$ cat src/rtl/echo_pkg.sv
`default_nettype none
// ============================================================================
//  Module      : echo_pkg
//  Description : Shared widths, state encoding and saturation helper for the
//                echo loop blocks (processor and delay-buffer mixers).
//  Revision    : 1.0 - initial release
// ============================================================================
package echo_pkg;

    localparam int ECHO_SAMPLE_WIDTH = 16;
    localparam int ECHO_COEF_WIDTH   = 8;

    // Processor FSM encoding
    typedef logic [2:0] state_t;
    localparam state_t c_st_idle    = 3'd0;
    localparam state_t c_st_mul_wet = 3'd1;
    localparam state_t c_st_mul_fb  = 3'd2;
    localparam state_t c_st_sum     = 3'd3;
    localparam state_t c_st_out     = 3'd4;

    // Clamp a one-bit-wider sum back into the sample range
    function automatic logic signed [ECHO_SAMPLE_WIDTH-1:0] echo_saturate(
        input logic signed [ECHO_SAMPLE_WIDTH:0] value
    );
        logic signed [ECHO_SAMPLE_WIDTH-1:0] result;
        result = value[ECHO_SAMPLE_WIDTH-1:0];
        if (value[ECHO_SAMPLE_WIDTH] != value[ECHO_SAMPLE_WIDTH-1]) begin
            result = {value[ECHO_SAMPLE_WIDTH], {(ECHO_SAMPLE_WIDTH-1){~value[ECHO_SAMPLE_WIDTH]}}};
        end
        return result;
    endfunction

endpackage
`default_nettype wire

$ cat src/rtl/echo_feedback_processor_serial_signed_multiplier.sv
`default_nettype none
// ============================================================================
//  Module      : serial_signed_multiplier
//  Description : MSB-first shift-add multiplier, signed multiplicand times an
//                unsigned coefficient, one coefficient bit per clock.
//  Revision    : 1.0 - initial release
// ============================================================================
module serial_signed_multiplier #(
    parameter int MCAND_WIDTH = 16,
    parameter int COEF_WIDTH  = 8
) (
    input  logic                                     clk,
    input  logic                                     reset,
    input  logic                                     i_start,
    input  logic signed [MCAND_WIDTH-1:0]            i_multiplicand,
    input  logic        [COEF_WIDTH-1:0]             i_coef,
    output logic                                     o_done,
    output logic signed [MCAND_WIDTH+COEF_WIDTH:0]   o_product
);

    localparam int PROD_WIDTH = MCAND_WIDTH + COEF_WIDTH + 1;
    localparam int CNT_WIDTH  = $clog2(COEF_WIDTH + 1);

    logic signed [PROD_WIDTH-1:0]  r_acc;
    logic signed [MCAND_WIDTH-1:0] r_mcand;
    logic        [COEF_WIDTH-1:0]  r_coef;
    logic        [CNT_WIDTH-1:0]   r_remaining;
    logic                          r_busy;
    logic signed [PROD_WIDTH-1:0]  w_first_addend;
    logic signed [PROD_WIDTH-1:0]  w_step_addend;

    // Addends: the start cycle consumes the coefficient MSB straight from the inputs
    always_comb begin
        w_first_addend = '0;
        w_step_addend  = '0;
        if (i_coef[COEF_WIDTH-1]) begin
            w_first_addend = {{(COEF_WIDTH+1){i_multiplicand[MCAND_WIDTH-1]}}, i_multiplicand};
        end
        if (r_coef[COEF_WIDTH-1]) begin
            w_step_addend = {{(COEF_WIDTH+1){r_mcand[MCAND_WIDTH-1]}}, r_mcand};
        end
    end

    // Shift-add accumulator: start performs step one, busy performs the rest
    always_ff @(posedge clk) begin
        if (reset) begin
            r_acc       <= '0;
            r_mcand     <= '0;
            r_coef      <= '0;
            r_remaining <= '0;
            r_busy      <= 1'b0;
        end else if (i_start) begin
            r_acc       <= w_first_addend;
            r_mcand     <= i_multiplicand;
            r_coef      <= i_coef << 1;
            r_remaining <= CNT_WIDTH'(COEF_WIDTH - 1);
            r_busy      <= (COEF_WIDTH > 1);
        end else if (r_busy) begin
            r_acc       <= (r_acc <<< 1) + w_step_addend;
            r_coef      <= r_coef << 1;
            r_remaining <= r_remaining - 1'b1;
            if (r_remaining == CNT_WIDTH'(1)) begin
                r_busy <= 1'b0;
            end
        end
    end

    // o_done flags the cycle whose closing edge writes the final product
    assign o_done    = i_start ? (COEF_WIDTH == 1) : (r_busy && (r_remaining == CNT_WIDTH'(1)));
    assign o_product = r_acc;

endmodule
`default_nettype wire

$ cat src/rtl/echo_feedback_processor.sv
`default_nettype none
// ============================================================================
//  Module      : echo_feedback_processor
//  Description : Takes a (current, delayed) sample pair, forms the wet output
//                and the feedback sample with two gains through one shared
//                serial multiplier, and returns both over valid/ready.
//  Revision    : 1.0 - initial release
// ============================================================================
module echo_feedback_processor
    import echo_pkg::*;
#(
    parameter int SAMPLE_WIDTH = ECHO_SAMPLE_WIDTH,
    parameter int COEF_WIDTH   = ECHO_COEF_WIDTH
) (
    input  logic                    clk,
    input  logic                    reset,
    input  logic                    i_valid,
    output logic                    i_ready,
    input  logic [SAMPLE_WIDTH-1:0] i_current,
    input  logic [SAMPLE_WIDTH-1:0] i_buffer,
    input  logic [COEF_WIDTH-1:0]   i_wet_gain,
    input  logic [COEF_WIDTH-1:0]   i_feedback_gain,
    output logic                    o_valid,
    input  logic                    o_ready,
    output logic [SAMPLE_WIDTH-1:0] o_current,
    output logic [SAMPLE_WIDTH-1:0] o_feedback
);

    localparam int PROD_WIDTH = SAMPLE_WIDTH + COEF_WIDTH + 1;

    state_t                         r_state;
    state_t                         w_next_state;
    logic                           r_first;
    logic signed [SAMPLE_WIDTH-1:0] r_current;
    logic signed [SAMPLE_WIDTH-1:0] r_buffer;
    logic        [COEF_WIDTH-1:0]   r_wet_gain;
    logic        [COEF_WIDTH-1:0]   r_fb_gain;
    logic signed [SAMPLE_WIDTH:0]   r_wet_scaled;
    logic                           r_in_ready;
    logic                           r_out_valid;
    logic        [SAMPLE_WIDTH-1:0] r_out_current;
    logic        [SAMPLE_WIDTH-1:0] r_out_feedback;
    logic                           w_accept;
    logic                           w_mul_start;
    logic                           w_mul_done;
    logic        [COEF_WIDTH-1:0]   w_mul_coef;
    logic signed [PROD_WIDTH-1:0]   w_mul_product;
    logic        [SAMPLE_WIDTH:0]   w_wet_sum;
    logic        [SAMPLE_WIDTH:0]   w_fb_sum;
    logic        [SAMPLE_WIDTH-1:0] w_wet_sat;
    logic        [SAMPLE_WIDTH-1:0] w_fb_sat;
    logic                           w_unused_product_bits;

    assign w_accept = i_valid && r_in_ready;

    // State register; r_first marks the first cycle spent in a new state
    always_ff @(posedge clk) begin
        if (reset) begin
            r_state <= c_st_idle;
            r_first <= 1'b0;
        end else begin
            r_state <= w_next_state;
            r_first <= (w_next_state != r_state);
        end
    end

    // Next-state logic
    always_comb begin
        w_next_state = r_state;
        case (r_state)
            c_st_idle:    if (w_accept)   w_next_state = c_st_mul_wet;
            c_st_mul_wet: if (w_mul_done) w_next_state = c_st_mul_fb;
            c_st_mul_fb:  if (w_mul_done) w_next_state = c_st_sum;
            c_st_sum:                     w_next_state = c_st_out;
            c_st_out:     if (o_ready)    w_next_state = c_st_idle;
            default:                      w_next_state = c_st_idle;
        endcase
    end

    // Multiplier control: kick it off on entry to each multiply state
    always_comb begin
        w_mul_start = 1'b0;
        w_mul_coef  = r_wet_gain;
        if ((r_state == c_st_mul_wet || r_state == c_st_mul_fb) && r_first) begin
            w_mul_start = 1'b1;
        end
        if (r_state == c_st_mul_fb) begin
            w_mul_coef = r_fb_gain;
        end
    end

    serial_signed_multiplier #(
        .MCAND_WIDTH (SAMPLE_WIDTH),
        .COEF_WIDTH  (COEF_WIDTH)
    ) u_multiplier (
        .clk            (clk),
        .reset          (reset),
        .i_start        (w_mul_start),
        .i_multiplicand (r_buffer),
        .i_coef         (w_mul_coef),
        .o_done         (w_mul_done),
        .o_product      (w_mul_product)
    );

    // Operand latches; the wet product is parked while the multiplier does feedback
    always_ff @(posedge clk) begin
        if (reset) begin
            r_current    <= '0;
            r_buffer     <= '0;
            r_wet_gain   <= '0;
            r_fb_gain    <= '0;
            r_wet_scaled <= '0;
        end else begin
            if (w_accept) begin
                r_current  <= i_current;
                r_buffer   <= i_buffer;
                r_wet_gain <= i_wet_gain;
                r_fb_gain  <= i_feedback_gain;
            end
            if (r_state == c_st_mul_fb && r_first) begin
                r_wet_scaled <= w_mul_product[PROD_WIDTH-1:COEF_WIDTH];
            end
        end
    end

    // Dropping the low COEF_WIDTH bits is the floor-toward-minus-infinity shift
    assign w_unused_product_bits = ^w_mul_product[COEF_WIDTH-1:0];
    assign w_wet_sum = {r_current[SAMPLE_WIDTH-1], r_current} + r_wet_scaled;
    assign w_fb_sum  = {r_current[SAMPLE_WIDTH-1], r_current} + w_mul_product[PROD_WIDTH-1:COEF_WIDTH];

    generate
        if (SAMPLE_WIDTH == ECHO_SAMPLE_WIDTH) begin : g_pkg_saturate
            assign w_wet_sat = echo_saturate(w_wet_sum);
            assign w_fb_sat  = echo_saturate(w_fb_sum);
        end else begin : g_local_saturate
            // Same clamp as the package helper, for non-default sample widths
            always_comb begin
                w_wet_sat = w_wet_sum[SAMPLE_WIDTH-1:0];
                w_fb_sat  = w_fb_sum[SAMPLE_WIDTH-1:0];
                if (w_wet_sum[SAMPLE_WIDTH] != w_wet_sum[SAMPLE_WIDTH-1]) begin
                    w_wet_sat = {w_wet_sum[SAMPLE_WIDTH], {(SAMPLE_WIDTH-1){~w_wet_sum[SAMPLE_WIDTH]}}};
                end
                if (w_fb_sum[SAMPLE_WIDTH] != w_fb_sum[SAMPLE_WIDTH-1]) begin
                    w_fb_sat = {w_fb_sum[SAMPLE_WIDTH], {(SAMPLE_WIDTH-1){~w_fb_sum[SAMPLE_WIDTH]}}};
                end
            end
        end
    endgenerate

    // Handshake flags follow the next state; results load in SUM and hold through OUT
    always_ff @(posedge clk) begin
        if (reset) begin
            r_in_ready     <= 1'b1;
            r_out_valid    <= 1'b0;
            r_out_current  <= '0;
            r_out_feedback <= '0;
        end else begin
            r_in_ready  <= (w_next_state == c_st_idle);
            r_out_valid <= (w_next_state == c_st_out);
            if (r_state == c_st_sum) begin
                r_out_current  <= w_wet_sat;
                r_out_feedback <= w_fb_sat;
            end
        end
    end

    assign i_ready    = r_in_ready;
    assign o_valid    = r_out_valid;
    assign o_current  = r_out_current;
    assign o_feedback = r_out_feedback;

endmodule
`default_nettype wire

$ cat config.mk
export PLATFORM = sky130hd
export DESIGN_NAME = echo_feedback_processor
export DESIGN_NICKNAME = d
export VERILOG_FILES = /design/src/rtl/echo_pkg.sv /design/src/rtl/echo_feedback_processor_serial_signed_multiplier.sv /design/src/rtl/echo_feedback_processor.sv
export SDC_FILE = /design/constraint.sdc
export NUM_CORES = 1
export LEC_CHECK = 0
export CORE_MARGIN = 4
export CORE_UTILIZATION = 44
export DETAILED_ROUTE_END_ITERATION = 7
export GPL_TIMING_DRIVEN = 0
export PLACE_DENSITY = 0.72
export SYNTH_ARGS = -nofsm -noshare
export SYNTH_HDL_FRONTEND = slang
export SYNTH_SLANG_ARGS = --single-unit
$ cat constraint.sdc
create_clock -name clk -period 3.8 [get_ports clk]
set_input_delay 0.95 -clock clk [delete_from_list [all_inputs] [get_ports clk]]
set_output_delay 0.95 -clock clk [all_outputs]
set_load 0.02 [all_outputs]
Word-level counts from Yosys, hierarchy flattened
Index checks and enable logic that the tools add are counted.
Widths: inputs -> output; s select.
{"block": "op_classes", "addsub": 4, "n_eq_ne": 9, "n_mux": 21, "bitwise": 2, "n_reduce_logical": 9}
{"op": "$mux 25", "n": 4}
{"op": "$add 17x17->17", "n": 2}
{"op": "$mux 16", "n": 2}
{"op": "$add 25x25->25", "n": 1}
{"op": "$mux 8", "n": 3}
{"op": "$mux 3", "n": 6}
{"op": "$pmux 3 s5", "n": 1}
{"op": "$eq 3x2->1 const B", "n": 2}
{"op": "$eq 3x3->1 const B", "n": 2}
{"op": "$logic_not 3->1", "n": 2}
{"op": "$mux 1", "n": 5}
{"op": "$eq 4x1->1 const B", "n": 1}
{"op": "$logic_and 1x1->1", "n": 4}
{"op": "$sub 4x1->4 const B", "n": 1}
{"op": "$eq 3x1->1 const B", "n": 1}
{"op": "$ne 3x3->1", "n": 1}
{"op": "$ne 1x1->1", "n": 2}
{"op": "$not 1->1", "n": 2}
{"op": "$reduce_bool 2->1", "n": 1}
{"op": "$reduce_or 2->1", "n": 1}
{"op": "$logic_or 1x1->1", "n": 1}
{"block": "totals", "register_bits": 156, "inputBits": 52, "out_inout_bits": 34, "wordCells": 62}

Depth between registers and ports, before layout
{"block": "depth", "word_depth": 8, "mapped_depth": 13, "ltp_nobuf": 13}

By module
Synthesis repeated with hierarchy kept, for this count alone.
{"block": "hier_totals", "hier_cells": 1125, "hier_area_um2": 9069.9}
{"module": "echo_feedback_processor", "instances": 1, "cells_per_inst": 694, "area_each_um2": 5640.4}
{"module": "serial_signed_multiplier", "instances": 1, "cells_per_inst": 431, "area_each_um2": 3429.5}

Worst setup path before layout
OpenSTA, ideal clock, no wires.
{"block": "synth_timing", "path_type": "reg2reg", "startpoint": "register r_current[0]", "endpoint": "register r_out_current[6] (netlist: o_current[6])", "t_arrival_ps": 2834, "t_required_ps": 3720, "path_slack_ps": 886, "stages_incl_launch_ff": 14, "path_buffers": 1, "synth_period_minus_slack_ps": 2914, "path_cell_list": "dfxtp_1 ha_1 inv_1 fa_1 and2b_2 o211ai_2 a2111oi_4 o31ai_4 o21bai_2 a21oi_2 xor2_2 buf_6 maj3_2 a211oi_2"}
{"block": "synth_via", "elab_chain_cells": 3, "word_cells_on_any_way": 4}
{"item": "from (decl)", "line": "echo_feedback_processor.sv:34", "source": "logic signed [SAMPLE_WIDTH-1:0] r_current;"}
{"item": "from (signal assigned)", "line": "echo_feedback_processor.sv:115", "source": "r_current <= i_current;"}
{"item": "$add 17x17->17 *", "line": "echo_feedback_processor.sv:128", "source": "assign w_wet_sum = {r_current[SAMPLE_WIDTH-1], r_current} + r_wet_scaled;"}
{"item": "$ne 1x1->1 or $not 1->1 (tied branches)", "line": "echo_pkg.sv:27, echo_pkg.sv:28"}
{"item": "$mux 16 *", "line": "echo_pkg.sv:27", "source": "if (value[ECHO_SAMPLE_WIDTH] != value[ECHO_SAMPLE_WIDTH-1]) begin"}
{"item": "to (signal assigned)", "line": "echo_feedback_processor.sv:161", "source": "r_out_current <= w_wet_sat;"}
{"item": "to (decl)", "line": "echo_feedback_processor.sv:41", "source": "logic [SAMPLE_WIDTH-1:0] r_out_current;"}
Every way passes the cells marked *; elsewhere a longest branch is shown, timed or not.
A chain may end at the register's enable or synchronous reset.

Worst setup path in the final report
{"block": "layout_timing", "startpoint": "register u_multiplier.r_acc[8] (netlist: u_multiplier.o_product[8])", "endpoint": "register r_out_feedback[3] (netlist: o_feedback[3])"}
{"block": "layout_via", "elab_chain_cells": 3, "word_cells_on_any_way": 4}
{"item": "from (decl)", "line": "echo_feedback_processor_serial_signed_multiplier.sv:24", "source": "logic signed [PROD_WIDTH-1:0] r_acc;"}
{"item": "from (signal assigned)", "line": "echo_feedback_processor_serial_signed_multiplier.sv:53", "source": "r_acc <= w_first_addend;"}
{"item": "from (signal assigned)", "line": "echo_feedback_processor_serial_signed_multiplier.sv:59", "source": "r_acc <= (r_acc <<< 1) + w_step_addend;"}
{"item": "$add 17x17->17 *", "line": "echo_feedback_processor.sv:129", "source": "assign w_fb_sum = {r_current[SAMPLE_WIDTH-1], r_current} + w_mul_product[PROD_WIDTH-1:COEF_WIDTH];"}
{"item": "$ne 1x1->1 or $not 1->1 (tied branches)", "line": "echo_pkg.sv:27, echo_pkg.sv:28"}
{"item": "$mux 16 *", "line": "echo_pkg.sv:27"}
{"item": "to (signal assigned)", "line": "echo_feedback_processor.sv:162", "source": "r_out_feedback <= w_fb_sat;"}
{"item": "to (decl)", "line": "echo_feedback_processor.sv:42", "source": "logic [SAMPLE_WIDTH-1:0] r_out_feedback;"}
Marked as above.

==> impl_metrics.ini <==
[critical_path]
cpPeakStageDelay_ns = 0.52
required_ns = 4.17
endpoint_kind = flip-flop
crit_type = reg -> reg
path_max_fanout = 8
path_cells = ha_1 -> inv_1 -> fa_1 -> nor2b_1 -> o2111ai_1 -> a31oi_1 -> a311oi_4 -> xnor2_1 -> nand2_1 -> o21ai_0 -> a22oi_1 -> nor2_1
critical_path.slowest_cell = a31oi_1
start_kind = flip-flop
r2r_cells = 12
cp_data_arrival_time_ns = 3.84

[run]
cap_violations = 0

[pwr]
seq_power_share_pct = 44.0
intPower_mw = 2.93
power.density_nw_per_um2 = 379
ir_drop_mv = 0.341
power.switching_mw = 1.09
p_comb_share_pct = 13.8
pwr-share-clk_pct = 42.1
cellLeakagePower_nw = 4.01
sw_frac_of_total_pct = 27.2

[logic_synthesis]
synth_cells = 1099
synth_nets = 1211
yosysTopAreaCellShare_pct = 35.2
synth_edf_count = 0
ys_seq_area_share_pct = 35.2
synth_commonest_cells = nand2_1 (215), dfxtp_1 (156), a21oi_1 (145)
ys.flop_type = dfxtp_1
synthArstFlopShare_pct = 0
syn-mean-instance-area_um2 = 8.08
synth.most_common_cell = nand2_1
synth_top_area_cell = dfxtp_1
yosysWarnings = 0
ys_ff_latch = 156
synthTopCellsByArea = dfxtp_1 (35%), nand2_1 (9.1%), a21oi_1 (8.2%)
synth_cell_types = 65
syn_area_um2 = 8870

[route]
drc = 0
drtIter0Drc = 470
num_vias = 8067
ant_nets = 0
totalWireLength_um = 24600
first_pass_iters = 5
wl_per_cell_um = 16.7
via_per_inst = 5.45

[floorplanning]
fp-row-count = 51
die_y_um = 150
initial_core_util_pct = 45.2
die_w_um = 150
ios = 86
core_area_um2 = 19700
die_area_um2 = 22500

[cells_and_area]
diodes = 0
area_growth_pct = 19.8
drive_gt1_share_pct = 5.77
utilization_pct = 54.1
finalInstanceArea_um2 = 10600
layout.nets = 1315

[grt]
grt_pass1_vias = 7688
grt_usage_pct = 22.1
grt_overflow = 0
grt_max_degree = 17
grt_pass1_wl_um = 39200
antenna_found_initial = 0

[clock_network]
cts_root_buf = clkbuf_16
postCtsHoldBufs = 0
postCtsSetupRepairBufs = 0
htree_levels = 4
cts_sinks = 156
cts_made_buffers = 17
cts_tree = built
clk_path_buf_depth = 2
clock_latency_ns = 0.43
cts.repair.resized = 0
cts.clk_slew.worst_paths_ns = 0.06

[status]
status = finished clean

[placed_design]
io_buffers = 85
pre_cts_slack_ns = 0.450
post_dp_cell_area_um2 = 10100
gp_congestion = 0.912
hpwl_um = 18900

[min_path]
hp-class = reg -> reg
hold_depth = 2

[sta]
fmax_ghz = 0.288
hold_viol = 0
whs_ns = 0.449
rsz0062_at_grt = no
period_minus_slack_ns = 3.47
slew_viol_final = 0
fin_skew_ns = 0.00844
setup-violations-final = 0
tightestPinTransition_ns = 0.905
fin_ws_ns = 0.331
post-route-period-util_pct = 91.3
tns_ns = 0
max_slew_margin_pct = 39.7
[critical path, delay by kind of cell, from the launching register on]
kind | cells | cell delay [ns]
buf+inv | 1 | 0.07
flops | 1 | 0.42
compound gates | 5 | 1.19
simple gates | 3 | 0.60
fa+ha+maj | 2 | 0.65
xor+xnor | 1 | 0.47
[cell usage in the layout (no fill, tap or decap), types with 25 or more instances in the layout]
cell type / Yosys / layout
a211oi_1: 33 / 33
a21oi_1: 145 / 145
clkbuf_1: 46 / 48
clkdlybuf4s50_1: 0 / 85
dfxtp_1: 156 / 156
ha_1: 57 / 57
nand2_1: 215 / 215
nor2_1: 75 / 75
nor3_1: 25 / 25
o21ai_0: 53 / 53
xnor2_1: 35 / 35
[flip-flops by register name, indices dropped and copies added (netlist names), 3 cells and up]
signal	flops
r_wet_scaled	17
r_wet_gain	8
u_multiplier.r_mcand	16
r_buffer	16
o_feedback	16
r_state	3
u_multiplier.o_product	25
u_multiplier.r_remaining	4
r_fb_gain	8
o_current	16
u_multiplier.r_coef	7
r_current	16
[cell families (layout without fill, tap and decap cells)]
family                   count (synthesis)  after routing  synth area share, %
flip-flops                             156            156                 35.2
AND/OR/NAND/NOR                        385            385                 18.7
multiplexers                             9              9                 1.02
buffers and inverters                   81            196                 3.99
XOR/XNOR                                57             57                 5.79
adder cells (fa/ha/maj)                 78             78                 10.9
AO/OA/AOI/OAI                          333            333                 24.4
[through the flow]
stage               instances  total power, mW
floorplan                1099             2.16
CTS                      1479             4.04
global placement         1449             2.35
global route             1479             4.18
finish                   1479             4.03
detailed placement       1449             2.36
[worst paths after layout]
check	end	from	slack (ns)
max	o_feedback[3]	u_multiplier.o_product[8]	0.33
min	u_multiplier.r_mcand[8]	u_multiplier.r_mcand[8]	0.45
max reg2reg	o_feedback[3]	u_multiplier.o_product[8]	0.33
min reg2reg	u_multiplier.r_mcand[8]	u_multiplier.r_mcand[8]	0.45
[area by class of cell]
class                      instances  area, um2
buffer                            60        275
clock buffer                      21        460
clock inverter                     9        115
fill                            1921       9020
inverter                          21       78.8
multi-input combinational        862       5400
sequential                       156       3120
tap                              265        332
timing repair buffer              85        851
[power groups by stage]
stage | Clock, mW | Combinational, mW | Sequential, mW
after floorplan | 0 | 0.380 | 1.78
after global placement | 0 | 0.547 | 1.81
after detailed placement | 0 | 0.551 | 1.81
after CTS | 1.72 | 0.557 | 1.77
after global routing | 1.78 | 0.619 | 1.78
final | 1.70 | 0.557 | 1.77
[layer usage]
| layer | routed length, um | GRT usage (%) | part of all wire, % | up-vias |
|---|---|---|---|---|
| li1 | - | - | - | 4075 |
| met1 | 10800 | 27.1 | 44 | 3720 |
| met2 | 12000 | 38.4 | 49 | 214 |
| met3 | 1060 | 4.00 | 4.3 | 58 |
| met4 | 779 | 8.46 | 3.2 | 0 |
| met5 | 0 | 0 | 0 | - |
Power figures use the tool's default switching activity.
